## config.mk

```make
export PLATFORM = sky130hd
export DESIGN_NAME = memory_port_arbiter
export DESIGN_NICKNAME = d
export VERILOG_FILES = /design/src/rtl/memory_port_arbiter.sv
export SDC_FILE = /design/constraint.sdc
export NUM_CORES = 1
export LEC_CHECK = 0
export ABC_CLOCK_PERIOD_IN_PS = 1300
export CAP_MARGIN = 30
export CORE_AREA = 8 8 110 162
export DETAILED_ROUTE_END_ITERATION = 6
export DIE_AREA = 0 0 118 170
export GPL_TIMING_DRIVEN = 0
export PLACE_DENSITY = 0.83
export SYNTH_ARGS = -nofsm -noshare
export SYNTH_HDL_FRONTEND = slang
export SYNTH_SLANG_ARGS = --single-unit
```

## constraint.sdc

```tcl
create_clock -name clock -period 1.3 [get_ports clock]
set_input_delay 0.195 -clock clock [delete_from_list [all_inputs] [get_ports clock]]
set_output_delay 0.195 -clock clock [all_outputs]
set_load 0.02 [all_outputs]
```

## src/rtl/memory_port_arbiter.sv

```systemverilog
// memory_port_arbiter: shares one generic memory between the fetch port and
// the MEM-stage port. Each transaction runs IDLE -> ACCESS -> RESPOND, which
// gives a fixed 2-cycle request-to-ack latency.
// Optional build macro: ARB_ROUND_ROBIN_EN. When it is defined, ties are
// broken by a last-winner bit instead of fixed data-port priority.
module memory_port_arbiter #(
    parameter int WIDTH = 32,
    parameter int DEPTH = 32
) (
    input  logic             clock,
    input  logic             reset,
    input  logic             fetchReq,
    input  logic [DEPTH-1:0] fetchAddress,
    output logic             fetchAck,
    output logic [WIDTH-1:0] fetchData,
    input  logic             dataReq,
    input  logic             dataWrite,
    input  logic [DEPTH-1:0] dataAddress,
    input  logic [WIDTH-1:0] dataWriteData,
    output logic             dataAck,
    output logic [WIDTH-1:0] dataReadData,
    output logic [DEPTH-1:0] memAddressRead,
    output logic [DEPTH-1:0] memAddressWrite,
    output logic             memEnableRead,
    output logic             memEnableWrite,
    output logic [WIDTH-1:0] memDataIn,
    input  logic [WIDTH-1:0] memDataOut
);

    typedef enum logic [1:0] {
        ST_IDLE    = 2'd0,
        ST_ACCESS  = 2'd1,
        ST_RESPOND = 2'd2
    } state_t;

    state_t             state_q, state_d;
    logic               sel_data_q, sel_data_d;     // 1: data port owns the transaction
    logic               wr_q, wr_d;
    logic [DEPTH-1:0]   addr_q, addr_d;
    logic [WIDTH-1:0]   wdata_q, wdata_d;
    logic               fetch_ack_q, fetch_ack_d;
    logic               data_ack_q, data_ack_d;
    logic [WIDTH-1:0]   fetch_data_q, fetch_data_d;
    logic [WIDTH-1:0]   data_rd_q, data_rd_d;
    logic               grant_data_s;
`ifdef ARB_ROUND_ROBIN_EN
    logic               last_data_q, last_data_d;   // 1: data port won the previous grant
`endif

    // Choose the winner among the current requesters.
    always_comb begin
        grant_data_s = 1'b0;
`ifdef ARB_ROUND_ROBIN_EN
        if (dataReq && fetchReq) begin
            grant_data_s = ~last_data_q;
        end else begin
            grant_data_s = dataReq;
        end
`else
        grant_data_s = dataReq;
`endif
    end

    // Next-state, command latch, ack and read-data capture.
    always_comb begin
        state_d      = state_q;
        sel_data_d   = sel_data_q;
        wr_d         = wr_q;
        addr_d       = addr_q;
        wdata_d      = wdata_q;
        fetch_ack_d  = 1'b0;
        data_ack_d   = 1'b0;
        fetch_data_d = fetch_data_q;
        data_rd_d    = data_rd_q;
`ifdef ARB_ROUND_ROBIN_EN
        last_data_d  = last_data_q;
`endif
        case (state_q)
            ST_IDLE: begin
                if (fetchReq || dataReq) begin
                    state_d    = ST_ACCESS;
                    sel_data_d = grant_data_s;
                    if (grant_data_s) begin
                        addr_d  = dataAddress;
                        wr_d    = dataWrite;
                        wdata_d = dataWriteData;
                    end else begin
                        addr_d  = fetchAddress;
                        wr_d    = 1'b0;
                    end
                end else begin
                    state_d = ST_IDLE;
                end
            end
            ST_ACCESS: begin
                state_d = ST_RESPOND;
`ifdef ARB_ROUND_ROBIN_EN
                last_data_d = sel_data_q;
`endif
                if (sel_data_q) begin
                    data_ack_d = 1'b1;
                    if (!wr_q) begin
                        data_rd_d = memDataOut;
                    end else begin
                        data_rd_d = data_rd_q;
                    end
                end else begin
                    fetch_ack_d  = 1'b1;
                    fetch_data_d = memDataOut;
                end
            end
            ST_RESPOND: begin
                state_d = ST_IDLE;
            end
            default: begin
                state_d = ST_IDLE;
            end
        endcase
    end

    // State and datapath registers with synchronous reset.
    always_ff @(posedge clock) begin
        if (reset) begin
            state_q      <= ST_IDLE;
            sel_data_q   <= 1'b0;
            wr_q         <= 1'b0;
            addr_q       <= '0;
            wdata_q      <= '0;
            fetch_ack_q  <= 1'b0;
            data_ack_q   <= 1'b0;
            fetch_data_q <= '0;
            data_rd_q    <= '0;
`ifdef ARB_ROUND_ROBIN_EN
            last_data_q  <= 1'b0;
`endif
        end else begin
            state_q      <= state_d;
            sel_data_q   <= sel_data_d;
            wr_q         <= wr_d;
            addr_q       <= addr_d;
            wdata_q      <= wdata_d;
            fetch_ack_q  <= fetch_ack_d;
            data_ack_q   <= data_ack_d;
            fetch_data_q <= fetch_data_d;
            data_rd_q    <= data_rd_d;
`ifdef ARB_ROUND_ROBIN_EN
            last_data_q  <= last_data_d;
`endif
        end
    end

    // Memory enables live only in ACCESS and are killed at once by reset so
    // a reset landing mid-access never commits a write.
    assign memEnableRead   = (state_q == ST_ACCESS) && !wr_q && !reset;
    assign memEnableWrite  = (state_q == ST_ACCESS) &&  wr_q && !reset;
    assign memAddressRead  = addr_q;
    assign memAddressWrite = addr_q;
    assign memDataIn       = wdata_q;

    assign fetchAck     = fetch_ack_q;
    assign fetchData    = fetch_data_q;
    assign dataAck      = data_ack_q;
    assign dataReadData = data_rd_q;

endmodule

```

==> reports/summary.txt <==
Hold Violations, Final: 0
Number of standard-cell rows in the floorplan: 56
Final min period: 1.507 ns
Final standard cell utilization of the core: 0.6223
Yosys warning total: 0
Clock slew at reported path FFs: 0.06 ns
Post-detail-place hpwl: 15040 um
Worst-case register-to-register setup slack: -0.16 ns
Post-route design area: 9635 um2
Headroom to the max-slew limit: 0.4657
Antenna viol nets, final: 0
Core Footprint: 15480 um2
Max Fclk: 663.8 MHz
Largest net degree at the start of global routing: 17
Synthesized net count: 721
Synth Instances: 588
Height of the die: 170 um
Longest individual stage delay on the worst path: 0.36 ns
CTS tree: built
Die Outline Area: 20060 um2
Part of the cycle the worst path needs: 1.159
Slew at the pin closest to its max-slew limit: 0.8014 ns
CTS Sinks: 134
Power, Total: 12260 uW
Total routing usage reported by global routing: 0.1868
Routed Wire Length: 20860 um
Status: complete, but fails checks
Post-synth cell types: 20
Layout cells sized above 1: 0.4187
Highest fanout seen on the critical path: 5
Top cell family by delay on the critical path: simple AND/OR/NAND/NOR gates
Post-synthesis share of cell area spent on and, or, nand and nor gates: 0.1368
Area growth from synthesis to layout: 82.01%
Fin. max-slew vios: 0
Final GP Congestion: 0.8010
Violated checks: negative setup slack
Power density cells: 1273 nW/um2
Die width: 118 um
Sequential-to-total area share from yosys stat: 0.5067
Average wire length per cell after detail routing: 18.43 um
TritonRoute pass-1 iters: 4
Placement-stage cell area: 8491 um2
Hold Path Stages: 2
CP endpoint kind: output pin
Dominant combinational cell family by area after synthesis: compound AO/OA/AOI/OAI gates
Drt via density: 4.786
Number of buffers and inverters on the critical path: 1
Number of levels the H-tree was split into: 4
Number of CTS-inserted buffers: 17
Multiplexer area fraction after synthesis: 0.1210
Setup repair after global routing missed its margin: yes
Min-Delay Path Class: input pin to flop
Compound-Gate Fraction of Synth Area: 0.1399
Data required, critical path: 1.11 ns
Later-pin clock latency in the skew report: 0.40 ns
Net count, final: 1049
Setup skew after layout: 0.007185 ns
Leakage power of the design: 0.004171 uW
Vias post-DR: 5418
Synthesized cell area: 5294 um2
Adder and majority gate portion of the synthesized area: 0
Final standard cell count with taps included and fillers excluded: 1132
Xor-xnor portion of the synthesized cell area: 0
Total grt overflow: 0
Worst IR drop on VDD: 667.0 uV
Average footprint of a synthesized cell: 9.003 um2
Element type at the critical path start: flop
Remaining design rule violation count: 0
Count of routing violations after the opening detailed-route iteration: 175
Hold slack: 0.1017 ns
Starting density of the core: 0.3419
Number of setup violations in the final report: 119
Flip-flop and latch count after synthesis: 134
Slowest-stage cell, CP: sky130_fd_sc_hd__dfxtp_4
Maximum root-to-sink buffer count: 2
Critical path depth: 3
First-pass GRT wire length: 30020 um
Maxcap violations: 0
Worst setup path class: flop to output pin
Clk root buf: sky130_fd_sc_hd__clkbuf_16
Number of antenna repair diodes: 0
Crit path arrival time: 1.31 ns
Setup slack of the critical path after layout: -0.2065 ns
Number of I/O pins: 297
Cell breakdown of the critical path: nor3b_4 -> nor2b_4 -> buf_6
Via count of the first global-routing pass: 5573
Number of cells in the design after placement: 1085
Count of buffers from port buffering: 294
Worst reg-to-reg path cell count: 6
Initial antenna violation count: 0
flip-flops by register name, summed over array words and instances (netlist names):
signal          count
memDataIn          32
fetchAck            1
dataAck             1
memAddressRead     32
state_q             2
fetchData          32
sel_data_q          1
wr_q                1
dataReadData       32
metal layers:
| layer | GRT usage | wire, um |
|---|---|---|
| met1 | 0.1807 | 7433 |
| met2 | 0.3636 | 11800 |
| met3 | 0.05539 | 1093 |
| met4 | 0.07103 | 535 |
| met5 | 0 | 0 |
logic make-up after synthesis:
| logic type | after synthesis |
|---|---|
| flops | 134 |
| mux | 64 |
| buf+inv | 80 |
| compound gates | 132 |
| simple gates | 178 |
through the flow:
stage / setup slack (ns) / setup TNS, ns
floorplan: 0.04457 / 0
global placement: -0.5307 / -34.64
detailed placement: -0.5414 / -34.47
CTS: -0.2272 / -9.329
global route: -0.2727 / -18.36
finish: -0.2065 / -10.05
power breakdown:
group / switching [uW] / total (uW) / leakage (uW) / internal, uW
clock network: 1950 / 4750 / 0.000292 / 2800
registers: 240 / 4650 / 0.00111 / 4410
logic: 1480 / 2870 / 0.00277 / 1390
layout by cell type, fill, tap and decap left out, drive strengths merged, types with 2 or more instances in the layout:
cell           count
nand2            130
or2                2
o21ai              2
buf              122
dfxtp            134
and2               2
nor3b              3
dlygate4sd2        5
nor2              36
clkinv             5
a21oi             98
clkdlybuf4s15     50
mux2i             64
clkdlybuf4s50    130
a211oi            32
clkbuf           101
inv                7
final timing paths:
check	startpoint	end
worst max-delay path	state_q[0]	memEnableRead
worst min-delay path	reset	state_q[1]
worst max register to register	state_q[1]	fetchData[31]
worst min register to register	dataReadData[7]	dataReadData[7]
cells in the mapped netlist:
cell type,count,area (um2)
sky130_fd_sc_hd__a211oi_1,32,240.2
sky130_fd_sc_hd__a21oi_1,98,490.5
sky130_fd_sc_hd__and2_1,2,12.51
sky130_fd_sc_hd__and4bb_2,1,12.51
sky130_fd_sc_hd__buf_2,26,130.1
sky130_fd_sc_hd__buf_4,34,255.2
sky130_fd_sc_hd__buf_6,6,67.56
sky130_fd_sc_hd__clkbuf_1,14,52.55
sky130_fd_sc_hd__dfxtp_1,134,2683
sky130_fd_sc_hd__mux2i_1,64,640.6
sky130_fd_sc_hd__nand2_1,130,488.0
sky130_fd_sc_hd__nand4bb_1,1,11.26
sky130_fd_sc_hd__nor2_1,36,135.1
sky130_fd_sc_hd__nor2b_1,1,6.260
sky130_fd_sc_hd__nor3_1,1,5.000
sky130_fd_sc_hd__nor3b_1,1,7.510
sky130_fd_sc_hd__nor3b_2,2,25.02
sky130_fd_sc_hd__o21ai_0,2,10.01
sky130_fd_sc_hd__or2_1,2,12.51
sky130_fd_sc_hd__or3b_1,1,8.760
worst register-to-register path: stages, from the launching register on:
cell                      delay, ns
sky130_fd_sc_hd__dfxtp_4       0.37
sky130_fd_sc_hd__buf_6         0.13
sky130_fd_sc_hd__or3b_4        0.38
sky130_fd_sc_hd__buf_12        0.17
sky130_fd_sc_hd__buf_8         0.14
sky130_fd_sc_hd__nand2_2       0.06
sky130_fd_sc_hd__a21oi_1       0.07
repair_timing:
| action | 4_1_cts | 5_1_grt |
|---|---|---|
| endpoints found under the setup margin | 284 | 214 |
| gates resized for setup | 462 | 298 |
| buffers inserted | 3 | 7 |
| endpoints found under the hold margin | 0 | 0 |
| pin swaps | 46 | 70 |
| hold buffers | 0 | 0 |
| gates cloned | 4 | 2 |
area by class of cell:
| type | count | area (um2) |
|---|---|---|
| fillers | 1276 | 5849 |
| multi-input cells | 374 | 2753 |
| flip-flops and latches | 134 | 2723 |
| repair buffers | 310 | 2664 |
| plain buffers | 79 | 655.6 |
| clock buffers | 19 | 452.9 |
| well taps | 203 | 254.0 |
| clock inverters | 13 | 133.9 |
(Power assumes the default switching activity.)
